File: config.mk
export PLATFORM = sky130hd
export DESIGN_NAME = qif_neuron_scheduler_flat
export DESIGN_NICKNAME = d
export VERILOG_FILES = /design/src/rtl/qif_neuron_scheduler_if.sv /design/src/rtl/qif_neuron_scheduler.sv /design/src/flat_wrapper.sv
export SDC_FILE = /design/constraint.sdc
export NUM_CORES = 1
export LEC_CHECK = 0
export BUFFER_PORTS_ARGS = -buffer_cell sky130_fd_sc_hd__buf_2
export CORE_MARGIN = 1.5
export CORE_UTILIZATION = 46
export CTS_CLUSTER_SIZE = 12
export DETAILED_ROUTE_END_ITERATION = 6
export PLACE_DENSITY = 0.65
export SYNTH_ARGS = -nofsm -noshare
export SYNTH_HDL_FRONTEND = slang
export SYNTH_SLANG_ARGS = --single-unit
File: constraint.sdc
create_clock -name clk -period 2.6 [get_ports clk]
set_clock_uncertainty 0.1 [all_clocks]
set_input_delay 0.52 -clock clk [delete_from_list [all_inputs] [get_ports clk]]
set_output_delay 0.52 -clock clk [all_outputs]
set_load 0.05 [all_outputs]
File: src/rtl/qif_neuron_scheduler_if.sv
// Datapath request/result channel between the QIF neuron scheduler and the
// 8-bit QIF arithmetic core.
//   dp_valid / dp_ready : request handshake, accepted when both are high
//   dp_v, dp_i          : membrane value and input current of the issued neuron
//   dp_done             : one-cycle result strobe from the core
//   dp_v_next, dp_spike : result, valid together with dp_done
// master = scheduler side, slave = arithmetic core side.
interface qif_neuron_scheduler_if;
    logic       dp_valid;
    logic       dp_ready;
    logic [7:0] dp_v;
    logic [7:0] dp_i;
    logic       dp_done;
    logic [7:0] dp_v_next;
    logic       dp_spike;

    modport master (
        output dp_valid, dp_v, dp_i,
        input  dp_ready, dp_done, dp_v_next, dp_spike
    );

    modport slave (
        input  dp_valid, dp_v, dp_i,
        output dp_ready, dp_done, dp_v_next, dp_spike
    );
endinterface

File: src/rtl/qif_neuron_scheduler.sv
// Time-multiplexes one 8-bit QIF update datapath across N_NEURONS virtual neurons.
// Each tick_start runs one sweep k = 0..N_NEURONS-1: issue (v[k], i[k]) to the
// datapath, wait for the result (bounded by WAIT_TIMEOUT cycles), write it back
// and record the spike. No arithmetic here; values are stored and forwarded.
// Ports:
//   clk, rst_n          clock, asynchronous active-low reset
//   ena                 low freezes all state and outputs
//   tick_start          one-cycle pulse starting a sweep (ignored unless idle)
//   busy, sweep_done    sweep in progress / one-cycle end-of-sweep pulse
//   spike_out           spike flags of the last completed sweep
//   err_timeout         sticky datapath timeout flag
//   cfg_we/addr/data    input current write, accepted only while idle
//   dp                  datapath channel (master modport)
// Optional feature: define QIF_REFRACTORY_EN to skip a neuron for REFRAC_TICKS
// sweeps after it spikes.
module qif_neuron_scheduler #(
    parameter int unsigned N_NEURONS    = 4,
    parameter logic [7:0]  V_RESET      = 8'd0,
    parameter int unsigned WAIT_TIMEOUT = 15,
    parameter int unsigned REFRAC_TICKS = 2,
    localparam int unsigned AW          = $clog2(N_NEURONS)
) (
    input  logic                   clk,
    input  logic                   rst_n,
    input  logic                   ena,
    input  logic                   tick_start,
    output logic                   busy,
    output logic                   sweep_done,
    output logic [N_NEURONS-1:0]   spike_out,
    output logic                   err_timeout,
    input  logic                   cfg_we,
    input  logic [AW-1:0]          cfg_addr,
    input  logic [7:0]             cfg_data,
    qif_neuron_scheduler_if.master dp
);

    if (N_NEURONS < 2 || N_NEURONS > 16 || WAIT_TIMEOUT < 1 || WAIT_TIMEOUT > 255 ||
        REFRAC_TICKS < 1 || REFRAC_TICKS > 7) begin : g_bad_params
        $error("qif_neuron_scheduler: parameter out of range");
    end

    localparam logic [AW:0]   NCount   = (AW + 1)'(N_NEURONS);
    localparam logic [AW-1:0] LastK    = AW'(N_NEURONS - 1);
    localparam logic [7:0]    WaitLast = 8'(WAIT_TIMEOUT - 1);

    typedef enum logic [2:0] {StIdle, StIssue, StWait, StWrite, StDone} state_e;

    state_e               state_q, state_d;
    logic [AW-1:0]        k_q, k_d;
    logic [7:0]           v_q [N_NEURONS];
    logic [7:0]           v_d [N_NEURONS];
    logic [7:0]           i_q [N_NEURONS];
    logic [7:0]           i_d [N_NEURONS];
    logic [N_NEURONS-1:0] shadow_q, shadow_d;
    logic [N_NEURONS-1:0] spike_out_q, spike_out_d;
    logic                 err_q, err_d;
    logic [7:0]           wait_q, wait_d;
    logic [7:0]           res_v_q, res_v_d;   // result held from WAIT into WRITE
    logic                 res_spk_q, res_spk_d;
    logic                 skip;               // current neuron bypasses the datapath

`ifdef QIF_REFRACTORY_EN
    localparam logic [2:0] RefracInit = 3'(REFRAC_TICKS);
    logic [2:0] rc_q [N_NEURONS];
    logic [2:0] rc_d [N_NEURONS];
    assign skip = (rc_q[k_q] != 3'd0);
`else
    assign skip = 1'b0;
`endif

    always_comb begin
        state_d     = state_q;
        k_d         = k_q;
        v_d         = v_q;
        i_d         = i_q;
        shadow_d    = shadow_q;
        spike_out_d = spike_out_q;
        err_d       = err_q;
        wait_d      = wait_q;
        res_v_d     = res_v_q;
        res_spk_d   = res_spk_q;
`ifdef QIF_REFRACTORY_EN
        rc_d        = rc_q;
`endif
        // Write lands before the sweep's first ISSUE, so a write alongside
        // tick_start is seen by this sweep.
        if (state_q == StIdle && cfg_we && {1'b0, cfg_addr} < NCount) begin
            i_d[cfg_addr] = cfg_data;
        end
        unique case (state_q)
            StIdle: begin
                if (tick_start) begin
                    state_d = StIssue;
                    k_d     = '0;
                end
            end
            StIssue: begin
                if (skip) begin
`ifdef QIF_REFRACTORY_EN
                    rc_d[k_q] = rc_q[k_q] - 3'd1;
`endif
                    res_v_d   = V_RESET;
                    res_spk_d = 1'b0;
                    state_d   = StWrite;
                end else if (dp.dp_ready) begin
                    wait_d  = '0;
                    state_d = StWait;
                end
            end
            StWait: begin
                if (dp.dp_done) begin
                    res_v_d   = dp.dp_v_next;
                    res_spk_d = dp.dp_spike;
                    state_d   = StWrite;
                end else if (wait_q == WaitLast) begin
                    res_v_d   = v_q[k_q];
                    res_spk_d = 1'b0;
                    err_d     = 1'b1;
                    state_d   = StWrite;
                end else begin
                    wait_d = wait_q + 8'd1;
                end
            end
            StWrite: begin
                v_d[k_q]      = res_spk_q ? V_RESET : res_v_q;
                shadow_d[k_q] = res_spk_q;
`ifdef QIF_REFRACTORY_EN
                if (res_spk_q) begin
                    rc_d[k_q] = RefracInit;
                end
`endif
                if (k_q == LastK) begin
                    spike_out_d = shadow_d;
                    state_d     = StDone;
                end else begin
                    k_d     = k_q + 1'b1;
                    state_d = StIssue;
                end
            end
            StDone: begin
                k_d     = '0;
                state_d = StIdle;
            end
            default: state_d = StIdle;
        endcase
    end

    always_ff @(posedge clk or negedge rst_n) begin
        if (!rst_n) begin
            state_q     <= StIdle;
            k_q         <= '0;
            shadow_q    <= '0;
            spike_out_q <= '0;
            err_q       <= 1'b0;
            wait_q      <= '0;
            res_v_q     <= '0;
            res_spk_q   <= 1'b0;
            for (int n = 0; n < N_NEURONS; n++) begin
                v_q[n] <= V_RESET;
                i_q[n] <= '0;
`ifdef QIF_REFRACTORY_EN
                rc_q[n] <= '0;
`endif
            end
        end else if (ena) begin
            state_q     <= state_d;
            k_q         <= k_d;
            v_q         <= v_d;
            i_q         <= i_d;
            shadow_q    <= shadow_d;
            spike_out_q <= spike_out_d;
            err_q       <= err_d;
            wait_q      <= wait_d;
            res_v_q     <= res_v_d;
            res_spk_q   <= res_spk_d;
`ifdef QIF_REFRACTORY_EN
            rc_q        <= rc_d;
`endif
        end
    end

    // Outputs decode registered state only, so they hold while ena is low.
    always_comb begin
        dp.dp_valid = 1'b0;
        dp.dp_v     = '0;
        dp.dp_i     = '0;
        if (state_q == StIssue) begin
            dp.dp_valid = !skip;
            dp.dp_v     = v_q[k_q];
            dp.dp_i     = i_q[k_q];
        end
    end

    assign busy        = (state_q != StIdle);
    assign sweep_done  = (state_q == StDone);
    assign spike_out   = spike_out_q;
    assign err_timeout = err_q;

endmodule

File: src/flat_wrapper.sv
// flat-port wrapper written by rule: the top's interface ports become plain ports
module qif_neuron_scheduler_flat 
#(
    parameter int unsigned N_NEURONS    = 4,
    parameter logic [7:0]  V_RESET      = 8'd0,
    parameter int unsigned WAIT_TIMEOUT = 15,
    parameter int unsigned REFRAC_TICKS = 2,
    localparam int unsigned AW          = $clog2(N_NEURONS)
)
  (clk, rst_n, ena, tick_start, busy, sweep_done, spike_out, err_timeout, cfg_we, cfg_addr, cfg_data, dp_dp_valid, dp_dp_v, dp_dp_i, dp_dp_ready, dp_dp_done, dp_dp_v_next, dp_dp_spike);
  qif_neuron_scheduler_if dp_i ();
  input  logic clk;
  input  logic rst_n;
  input  logic ena;
  input  logic tick_start;
  output logic busy;
  output logic sweep_done;
  output logic [N_NEURONS-1:0] spike_out;
  output logic err_timeout;
  input  logic cfg_we;
  input  logic [AW-1:0] cfg_addr;
  input  logic [7:0] cfg_data;
  output wire logic [$bits(dp_i.dp_valid)-1:0] dp_dp_valid;
  output wire logic [$bits(dp_i.dp_v)-1:0] dp_dp_v;
  output wire logic [$bits(dp_i.dp_i)-1:0] dp_dp_i;
  input wire logic [$bits(dp_i.dp_ready)-1:0] dp_dp_ready;
  input wire logic [$bits(dp_i.dp_done)-1:0] dp_dp_done;
  input wire logic [$bits(dp_i.dp_v_next)-1:0] dp_dp_v_next;
  input wire logic [$bits(dp_i.dp_spike)-1:0] dp_dp_spike;
  assign dp_dp_valid = dp_i.dp_valid;
  assign dp_dp_v = dp_i.dp_v;
  assign dp_dp_i = dp_i.dp_i;
  assign dp_i.dp_ready = dp_dp_ready;
  assign dp_i.dp_done = dp_dp_done;
  assign dp_i.dp_v_next = dp_dp_v_next;
  assign dp_i.dp_spike = dp_dp_spike;
  qif_neuron_scheduler #(.N_NEURONS(N_NEURONS), .V_RESET(V_RESET), .WAIT_TIMEOUT(WAIT_TIMEOUT), .REFRAC_TICKS(REFRAC_TICKS)) u_core (.clk(clk), .rst_n(rst_n), .ena(ena), .tick_start(tick_start), .busy(busy), .sweep_done(sweep_done), .spike_out(spike_out), .err_timeout(err_timeout), .cfg_we(cfg_we), .cfg_addr(cfg_addr), .cfg_data(cfg_data), .dp(dp_i));
endmodule
==> results of run 1 <==
per-stage QoR:
stage                     cell area [µm²]  total power [mW]
after floorplan                      4630              4.06
final                                5240              5.53
after CTS                            5230              5.56
after global placement               5040              4.55
after global routing                 5240              5.90
after detailed placement             5040              4.62
layout make-up:
type	instances	area, µm²	share of cell area
clock buffer	9	124	0.0236
clock inverter	7	61.3	0.0117
inverter	8	30.0	0.00573
multi-input combinational	274	2130	0.406
sequential	94	2350	0.449
tap	133	166	0.0318
timing repair buffer	64	379	0.0723
metal layers:
| layer | global-route usage | vias to the layer above | routed length, µm |
|---|---|---|---|
| met2 | 0.312 | 65 | 4700 |
| met5 | 0 | - | 0 |
| met1 | 0.289 | 1643 | 4640 |
| met4 | 0.0593 | 0 | 119 |
| met3 | 0.0447 | 9 | 467 |
| li1 | - | 1570 | - |
path summary, 6_finish.rpt:
path	cells past startpoint	from	slack [ns]	end
setup reg to reg	6	u_core.wait_q[0]	0.39	u_core.res_v_q[4]
max in group asynchronous	3	rst_n	1.19	u_core.wait_q[5]
setup / recovery	4	u_core.k_q[0]	0.11	dp_dp_i[3]
min in group asynchronous	2	rst_n	0.51	u_core.i_q[9]
hold reg to reg	2	u_core.spike_out[2]	0.38	u_core.spike_out[2]
hold / removal	3	dp_dp_spike	0.31	u_core.res_spk_q
timing repair:
action,in CTS,in global routing
setup endpoints to repair,0,9
hold buffers,1,0
resized for setup,0,2
buffers inserted,0,0
endpoints found under the hold margin,29,0
power breakdown:
group	internal [mW]	switching, mW
Clock	0.368	0.563
Combinational	0.954	1.36
Sequential	1.97	0.306
Total	3.30	2.23
synth_stat cells (all sizes together) (5+ instances only):
cell type,n
and3,11
mux2i,12
o22ai,8
nand2b,9
ha,6
a211oi,8
buf,12
mux2,54
dfrtp,94
nand4,5
clkbuf,15
nand2,44
mux4,8
nor2,15
nand3,7
o21ai,44
inv,7
a31oi,17
worst max-delay path, cell delays in order (launching register included):
cell and delay [ns]:
dfrtp_1 0.37, buf_6 0.22, mux4_2 0.52, and3_1 0.19, buf_2 0.21
logic make-up (layout without fill, tap and decap cells):
logic type / after synthesis / after routing / synth area share
DFF: 94 / 94 / 0.512
AOI/OAI and AO/OA: 88 / 88 / 0.118
and+or+nand+nor: 106 / 106 / 0.122
adders and majority gates: 6 / 6 / 0.0163
muxes: 74 / 74 / 0.198
buffers and inverters: 35 / 88 / 0.0341
sequential cells by signal, indices dropped and copies added (netlist names):
name	count
u_core.res_spk_q	1
u_core.res_v_q	8
u_core.k_q	2
u_core.err_timeout	1
u_core.i_q	32
u_core.v_q	32
u_core.spike_out	4
u_core.wait_q	8
u_core.state_q	3
u_core.shadow_q	3
==> flow_metrics.env, run 1 <==
export IMPL_whs_ns=0.306
export IMPL_num_vias=3287
export IMPL_initial_core_util=0.472
export IMPL_drc=0
export IMPL_hold_path_class="input port to flop"
export IMPL_clk_transition_reported_paths_ns=0.09
export IMPL_power_leakage_nw=2.39
export IMPL_synthFlopType="dfrtp_1"
export IMPL_antenna_found_initial=0
export IMPL_cp_data_arrival_time_ns=1.87
export IMPL_layout_commonest_cell="dfrtp_1"
export IMPL_avgSynthCellArea_um2=11.4
export IMPL_die_area_um2=10600
export IMPL_cts_path_max_buffers=2
export IMPL_async_flop_share=1.00
export IMPL_synthTopCellsByArea="dfrtp_1 (51%), mux2_2 (13%), o21ai_0 (4.6%), mux4_2 (3.9%), nand2_1 (3.6%)"
export IMPL_powerDensity_nw_per_um2=1050
export IMPL_cp_start_kind="flop"
export IMPL_status="finished clean"
export IMPL_clk_latency_ns=0.37
export IMPL_setup_violations=0
export IMPL_rows=36
export IMPL_synth_edf_count=0
export IMPL_cp_required_ns=1.98
export IMPL_tns_ns=0
export IMPL_cts_root_buf="clkbuf_8"
export IMPL_grt_max_degree=66
export IMPL_relSlewSlack=0.641
export IMPL_syn_nets=435
export IMPL_nets=483
export IMPL_cp_end_kind="output pin"
export IMPL_core_um2=9730
export IMPL_syn_area_um2=4590
export IMPL_synth_seq_area_share=0.512
export IMPL_htreeDepth=3
export IMPL_first_pass_iters=4
export IMPL_drive_gt1_frac=0.349
export IMPL_vias_per_cell=5.58
export IMPL_layout_cells_non_filler=589
export IMPL_final_cell_mix="dfrtp_1 (94), mux2_2 (54), buf_2 (48), nand2_1 (43), o21ai_0 (42)"
export IMPL_synth_top_cell_area_share=0.512
export IMPL_finalHoldViolCount=0
export IMPL_grt_pass1_wl_um=16300
export IMPL_syn2layout_area_growth_pct=14.1
export IMPL_ios=50
export IMPL_synth_area_leader_cell="dfrtp_1"
export IMPL_first_iter_violations=164
export IMPL_cap_violations=0
export IMPL_worstSetupPathType="flop to output pin"
export IMPL_drv_slew=0
export IMPL_die_width_um=103
export IMPL_numCtsBuffers=9
export IMPL_vdd_ir_drop_max_mv=0.677
export IMPL_path_max_fanout=17
export IMPL_ys_seq_elements=94
export IMPL_grt_setup_unrepaired="false"
export IMPL_gp_congestion=0.825
export IMPL_wl_per_cell_um=16.9
export IMPL_ant_nets=0
export IMPL_dpl_cell_count=572
export IMPL_max_freq_ghz=0.402
export IMPL_worst_pin_slew_ns=0.537
export IMPL_drt_wl_total_um=9930
export IMPL_cts_tree="yes"
export IMPL_final_core_utilization=0.539
export IMPL_cts_num_sinks=94
export IMPL_fillCellCount=899
export IMPL_layout_setup_ws_ns=0.111
export IMPL_diodes=0
export IMPL_grt_overflow_total=0
export IMPL_ys_types=43
export IMPL_post_place_ws_ns=0.305
export IMPL_numPortBuffers=49
export IMPL_period_minus_slack_ns=2.49
export IMPL_ys_warn_count=0
export IMPL_synthCells=403
export IMPL_post_route_period_util=0.957
export IMPL_grt_total_usage=0.202
export IMPL_die_y_um=103
export IMPL_grt_pass1_vias=3175
export IMPL_dp_hpwl_um=6670
Power figures use the tool's default switching activity.
==> inputs of run 2 (changes only) <==
--- a/config.mk
+++ b/config.mk
@@ -6,11 +6,13 @@
 export NUM_CORES = 1
 export LEC_CHECK = 0
 export BUFFER_PORTS_ARGS = -buffer_cell sky130_fd_sc_hd__buf_2
-export CORE_MARGIN = 1.5
-export CORE_UTILIZATION = 46
+export CELL_PAD_IN_SITES_DETAIL_PLACEMENT = 2
+export CELL_PAD_IN_SITES_GLOBAL_PLACEMENT = 2
+export CORE_MARGIN = 4
+export CORE_UTILIZATION = 42
 export CTS_CLUSTER_SIZE = 12
 export DETAILED_ROUTE_END_ITERATION = 6
-export PLACE_DENSITY = 0.65
+export PLACE_DENSITY_LB_ADDON = 0.1
 export SYNTH_ARGS = -nofsm -noshare
 export SYNTH_HDL_FRONTEND = slang
 export SYNTH_SLANG_ARGS = --single-unit
==> constraint.sdc (replaced) <==
create_clock -name clk -period 2.9 [get_ports clk]
set_clock_uncertainty 0.1 [all_clocks]
set_input_delay 0.58 -clock clk [delete_from_list [all_inputs] [get_ports clk]]
set_output_delay 0.58 -clock clk [all_outputs]
set_load 0.05 [all_outputs]
==> run 2 against run 1 <==
Effect of this change:
- clock-buffer cell count increased by 2
- setup slack got worse by 0.0095 ns
- hold slack got worse by 0.23 ns
- core utilization decreased by 4.0 points
- sequential cell count unchanged
- die area increased by 20%
- non-clock buffer count unchanged
- via count increased by 5.3%
- sequential power decreased by 7%
- sequential share of layout area about the same
- largest power group is now registers
==> flow_metrics.env, run 2 (same netlist as run 1, synthesis figures left out) <==
export IMPL_wl_met2_um=6550
export IMPL_grt_pass1_wl_um=21500
export IMPL_highest_layer="met4"
export IMPL_path_max_fanout=10
export IMPL_worst_pin_slew_ns=0.662
export IMPL_drt_wl_total_um=12900
export IMPL_num_vias=3460
export IMPL_cts_setup_buffers=0
export IMPL_whs_ns=0.0806
export IMPL_grt_overflow_total=0
export IMPL_period_minus_slack_ns=2.80
export IMPL_cp_end_kind="output pin"
export IMPL_numCtsBuffers=9
export IMPL_post_route_period_util=0.965
export IMPL_die_area_um2=12700
export IMPL_powerDensity_nw_per_um2=982
export IMPL_die_width_um=113
export IMPL_dpl_cell_count=576
export IMPL_cp_data_arrival_time_ns=2.12
export IMPL_tns_ns=0
export IMPL_cp_start_kind="flop"
export IMPL_final_cell_mix="dfrtp_1 (93), mux2_2 (54), buf_2 (48), nand2_1 (44), o21ai_0 (42)"
export IMPL_die_y_um=113
export IMPL_top_regs="u_core.i_q x32, u_core.v_q x32"
export IMPL_wl_per_cell_um=21.8
export IMPL_cts_tree="yes"
export IMPL_layout_commonest_cell="dfrtp_1"
export IMPL_cap_violations=0
export IMPL_relSlewSlack=0.558
export IMPL_layout_setup_ws_ns=0.102
export IMPL_htreeDepth=3
export IMPL_grt_setup_unrepaired="false"
export IMPL_hold_path_class="input port to async pin"
export IMPL_crit_family="simple AND/OR/NAND/NOR gates"
export IMPL_postCtsHoldBufs=0
export IMPL_first_iter_violations=141
export IMPL_clk_latency_ns=0.37
export IMPL_diodes=0
export IMPL_clk_transition_reported_paths_ns=0.10
export IMPL_first_pass_iters=4
export IMPL_cts_root_buf="clkbuf_8"
export IMPL_setup_violations=0
export IMPL_slowest_stage="dfrtp_1"
export IMPL_path_cells="nor2_1 -> nand2_1 -> a211oi_2 -> buf_2"
export IMPL_wl_met1_um=5690
export IMPL_wl_met3_um=293
export IMPL_finalHoldViolCount=0
export IMPL_syn2layout_area_growth_pct=14.1
export IMPL_drive_gt1_frac=0.347
export IMPL_max_freq_ghz=0.357
export IMPL_layout_cells_non_filler=591
export IMPL_grt_max_degree=56
export IMPL_gp_congestion=0.749
export IMPL_vias_per_cell=5.85
export IMPL_drv_slew=0
export IMPL_grt_total_usage=0.215
export IMPL_cp_required_ns=2.22
export IMPL_drc=0
export IMPL_initial_core_util=0.437
export IMPL_fillCellCount=1060
export IMPL_cts_path_max_buffers=2
export IMPL_dp_hpwl_um=8790
export IMPL_cp_buffers_inverters=1
export IMPL_numPortBuffers=49
export IMPL_status="finished clean"
export IMPL_post_cts_resize_count=1
export IMPL_post_place_ws_ns=0.352
export IMPL_nets=483
export IMPL_vdd_ir_drop_max_mv=0.445
export IMPL_ios=50
export IMPL_ant_nets=0
export IMPL_worstSetupPathType="flop to output pin"
export IMPL_power_leakage_nw=2.39
export IMPL_cts_num_sinks=94
export IMPL_max_stage_delay_ns=0.52
export IMPL_antenna_found_initial=0
export IMPL_core_um2=10500
export IMPL_grt_pass1_vias=3887
export IMPL_rows=37
-- run 2: final cells by class --
class	count	area, µm²	area share
multi-input cells	274	2120	0.405
clock inverters	4	47.5	0.00907
clock buffers	11	141	0.0270
repair buffers	64	373	0.0712
inverters	8	30.0	0.00573
flip-flops and latches	94	2350	0.449
well taps	136	170	0.0325
-- run 2: final timing paths --
path / to / from / cells past startpoint / slack, ns
worst max register to register: u_core.i_q[30] / u_core.state_q[1] / 5 / 0.55
max in group asynchronous: u_core.v_q[12] / rst_n / 2 / 1.91
min in group clk: u_core.res_spk_q / dp_dp_spike / 3 / 0.34
worst max-delay path: dp_dp_v[4] / u_core.state_q[1] / 4 / 0.10
worst min-delay path: u_core.wait_q[2] / rst_n / 1 / 0.08
worst min register to register: u_core.err_timeout / u_core.err_timeout / 1 / 0.39
-- run 2: metal layers --
metal	vias to the layer above	track usage
li1	1565	-
met1	1821	0.281
met2	53	0.363
met3	21	0.0264
met4	0	0.0833
met5	-	0
-- run 2: through the flow --
step	instance area [µm²]	power [mW]	util
after floorplan	4630	3.64	-
after global placement	5050	4.13	0.481
after detailed placement	5050	4.27	0.481
after CTS	5240	5.19	0.499
after global routing	5240	5.50	0.499
final	5240	5.15	0.499
-- run 2: worst register-to-register path, stage by stage, from the launching register on --
cell	delay (ns)
dfrtp_1	0.52
nor2_1	0.19
buf_4	0.19
and3_1	0.29
nor3b_4	0.53
mux2_2	0.41
-- run 2: report_power, final --
group          switching, mW  internal (mW)  total, mW  leakage (nW)
clock                  0.478          0.416      0.894        0.0952
combinational           1.28          0.847       2.12          1.06
sequential             0.358           1.77       2.13          1.23
total                   2.11           3.03       5.15          2.39
==> inputs of run 3 (changes only) <==
--- a/config.mk
+++ b/config.mk
@@ -9,7 +9,7 @@
 export CELL_PAD_IN_SITES_DETAIL_PLACEMENT = 2
 export CELL_PAD_IN_SITES_GLOBAL_PLACEMENT = 2
 export CORE_MARGIN = 4
-export CORE_UTILIZATION = 42
+export CORE_UTILIZATION = 25
 export CTS_CLUSTER_SIZE = 12
 export DETAILED_ROUTE_END_ITERATION = 6
 export PLACE_DENSITY_LB_ADDON = 0.1
==> constraint.sdc (replaced) <==
create_clock -name clk -period 2.9 [get_ports clk]
set_clock_uncertainty 0.1 [all_clocks]
set_input_delay 0.29 -clock clk [delete_from_list [all_inputs] [get_ports clk]]
set_output_delay 0.29 -clock clk [all_outputs]
set_load 0.05 [all_outputs]
==> run 3 against run 2 <==
Effect of this change:
- clock-buffer cell count did not move
- first-iteration DRC count fell by 36%
- sequential share of layout area fell by 1.5 points
- global-route usage fell by 7.6 points
- largest power group unchanged
- largest cell class unchanged
- hold slack improved by 0.010 ns
- via count fell by 2.6%
- sequential power barely moved
- critical path depth rose by 1
- register-to-register slack improved by 0.04 ns
- wire length rose by 5.0%
- core utilization fell by 20 points
- maximum frequency rose by 6.6%
==> flow_metrics.env, run 3 (same netlist as run 1, synthesis figures left out) <==
export IMPL_die_width_um=144
export IMPL_drt_wl_total_um=13500
export IMPL_numCtsBuffers=9
export IMPL_grt_total_usage=0.139
export IMPL_relSlewSlack=0.510
export IMPL_cp_start_kind="flop"
export IMPL_core_um2=18000
export IMPL_drv_slew=0
export IMPL_cts_num_sinks=94
export IMPL_worst_pin_slew_ns=0.735
export IMPL_initial_core_util=0.255
export IMPL_hold_path_class="input port to flop"
export IMPL_clk_latency_ns=0.34
export IMPL_layout_commonest_cell="dfrtp_1"
export IMPL_max_freq_ghz=0.381
export IMPL_wl_per_cell_um=19.8
export IMPL_die_y_um=144
export IMPL_grt_pass1_vias=3769
export IMPL_first_pass_iters=5
export IMPL_ant_nets=0
export IMPL_max_stage_delay_ns=0.67
export IMPL_antenna_found_initial=0
export IMPL_path_max_fanout=10
export IMPL_num_vias=3370
export IMPL_r2r_cells=5
export IMPL_cp_data_arrival_time_ns=2.24
export IMPL_gp_congestion=0.722
export IMPL_first_iter_violations=90
export IMPL_cts_path_max_buffers=2
export IMPL_nets=484
export IMPL_dp_hpwl_um=9250
export IMPL_top_regs="u_core.i_q x32, u_core.v_q x32"
export IMPL_cp_required_ns=2.51
export IMPL_drc=0
export IMPL_cts_setup_buffers=0
export IMPL_grt_pass1_wl_um=21800
export IMPL_status="finished clean"
export IMPL_power_leakage_nw=2.43
export IMPL_setup_violations=0
export IMPL_path_cells="buf_4 -> mux2_2 -> nor2_1 -> a211oi_1 -> buf_2"
export IMPL_ios=50
export IMPL_finalHoldViolCount=0
export IMPL_final_cell_mix="dfrtp_1 (94), mux2_2 (54), buf_2 (48), nand2_1 (43), o21ai_0 (42)"
export IMPL_rows=49
export IMPL_tns_ns=0
export IMPL_powerDensity_nw_per_um2=1000
export IMPL_grt_setup_unrepaired="false"
export IMPL_min_path_cells=3
export IMPL_cap_violations=0
export IMPL_diodes=0
export IMPL_finalPower_mw=5.43
export IMPL_vdd_ir_drop_max_mv=0.376
export IMPL_numPortBuffers=49
export IMPL_post_route_period_util=0.905
export IMPL_final_core_utilization=0.301
export IMPL_htreeDepth=3
export IMPL_slowest_stage="dfrtp_1"
export IMPL_cts_root_buf="clkbuf_16"
export IMPL_grt_overflow_total=0
export IMPL_worstSetupPathType="flop to output pin"
export IMPL_clk_transition_reported_paths_ns=0.06
export IMPL_die_area_um2=20600
export IMPL_grt_max_degree=51
export IMPL_cp_end_kind="output pin"
export IMPL_period_minus_slack_ns=2.63
export IMPL_drive_gt1_frac=0.326
export IMPL_vias_per_cell=4.93
export IMPL_cts_tree="yes"
export IMPL_syn2layout_area_growth_pct=18.1
==> run 3: cell count changes in the layout (fill, tap and decap cells not counted), moves of 2 or more <==
| cell | delta |
|---|---|
| a211oi_1 | +7 |
| a211oi_2 | -7 |
| clkbuf_16 | +9 |
| clkbuf_8 | -10 |
| clkinv_2 | -2 |
==> run 3: stage by stage <==
stage | instance area [µm²] | worst slack (ns) | hold WS (ns) | std cells
finish | 5420 | 0.275 | 0.0908 | 683
global route | 5420 | 0.178 | 0.115 | 683
CTS | 5420 | 0.0692 | 0.0750 | 683
detailed placement | 5110 | 0.460 | 0.304 | 669
global placement | 5110 | 0.524 | 0.308 | 669
floorplan | 4590 | 0.117 | -0.106 | 403
==> run 3: layout make-up <==
class                      count  area [µm²]
clock buffer                  11         233
clock inverter                 2        60.1
fill                        1953       12600
inverter                       8        30.0
multi-input combinational    274        2090
sequential                    94        2350
tap                          229         287
timing repair buffer          65         370
==> run 3: worst max-delay path, delay by kind of cell, from the launching register on <==
kind,cells,cell delay (ns)
simple gates,1,0.04
compound gates,1,0.31
mux,1,0.21
buf+inv,2,0.65
flops,1,0.67
==> run 3: power breakdown <==
group / total [mW] / switching, mW / internal (mW)
logic: 2.08 / 1.24 / 0.840
registers: 2.11 / 0.341 / 1.77
clock network: 1.24 / 0.495 / 0.743
total: 5.43 / 2.07 / 3.36
==> run 3: timing repair <==
action	CTS	global route
setup endpoints to repair	0	1
hold endpoints to repair	47	0
hold buffers	1	0
resized for setup	0	2
==> run 3: path summary, 6_finish.rpt <==
check | startpoint | endpoint | slack, ns
setup / recovery | u_core.k_q[1] | dp_dp_v[0] | 0.27
hold / removal | dp_dp_spike | u_core.res_spk_q | 0.09
setup reg to reg | u_core.k_q[0] | u_core.shadow_q[2] | 0.59
hold reg to reg | u_core.err_timeout | u_core.err_timeout | 0.37
max in group asynchronous | rst_n | u_core.i_q[16] | 1.51
min in group asynchronous | rst_n | u_core.wait_q[4] | 0.46
==> run 3: metal layers <==
| metal | global-route usage | share of wire | wire length [µm] | vias to the layer above |
|---|---|---|---|---|
| li1 | - | - | - | 1562 |
| met1 | 0.185 | 0.48 | 6430 | 1753 |
| met2 | 0.231 | 0.49 | 6560 | 46 |
| met3 | 0.0333 | 0.028 | 379 | 9 |
| met4 | 0.0282 | 0.0092 | 124 | 0 |
| met5 | 0 | 0 | 0 | - |
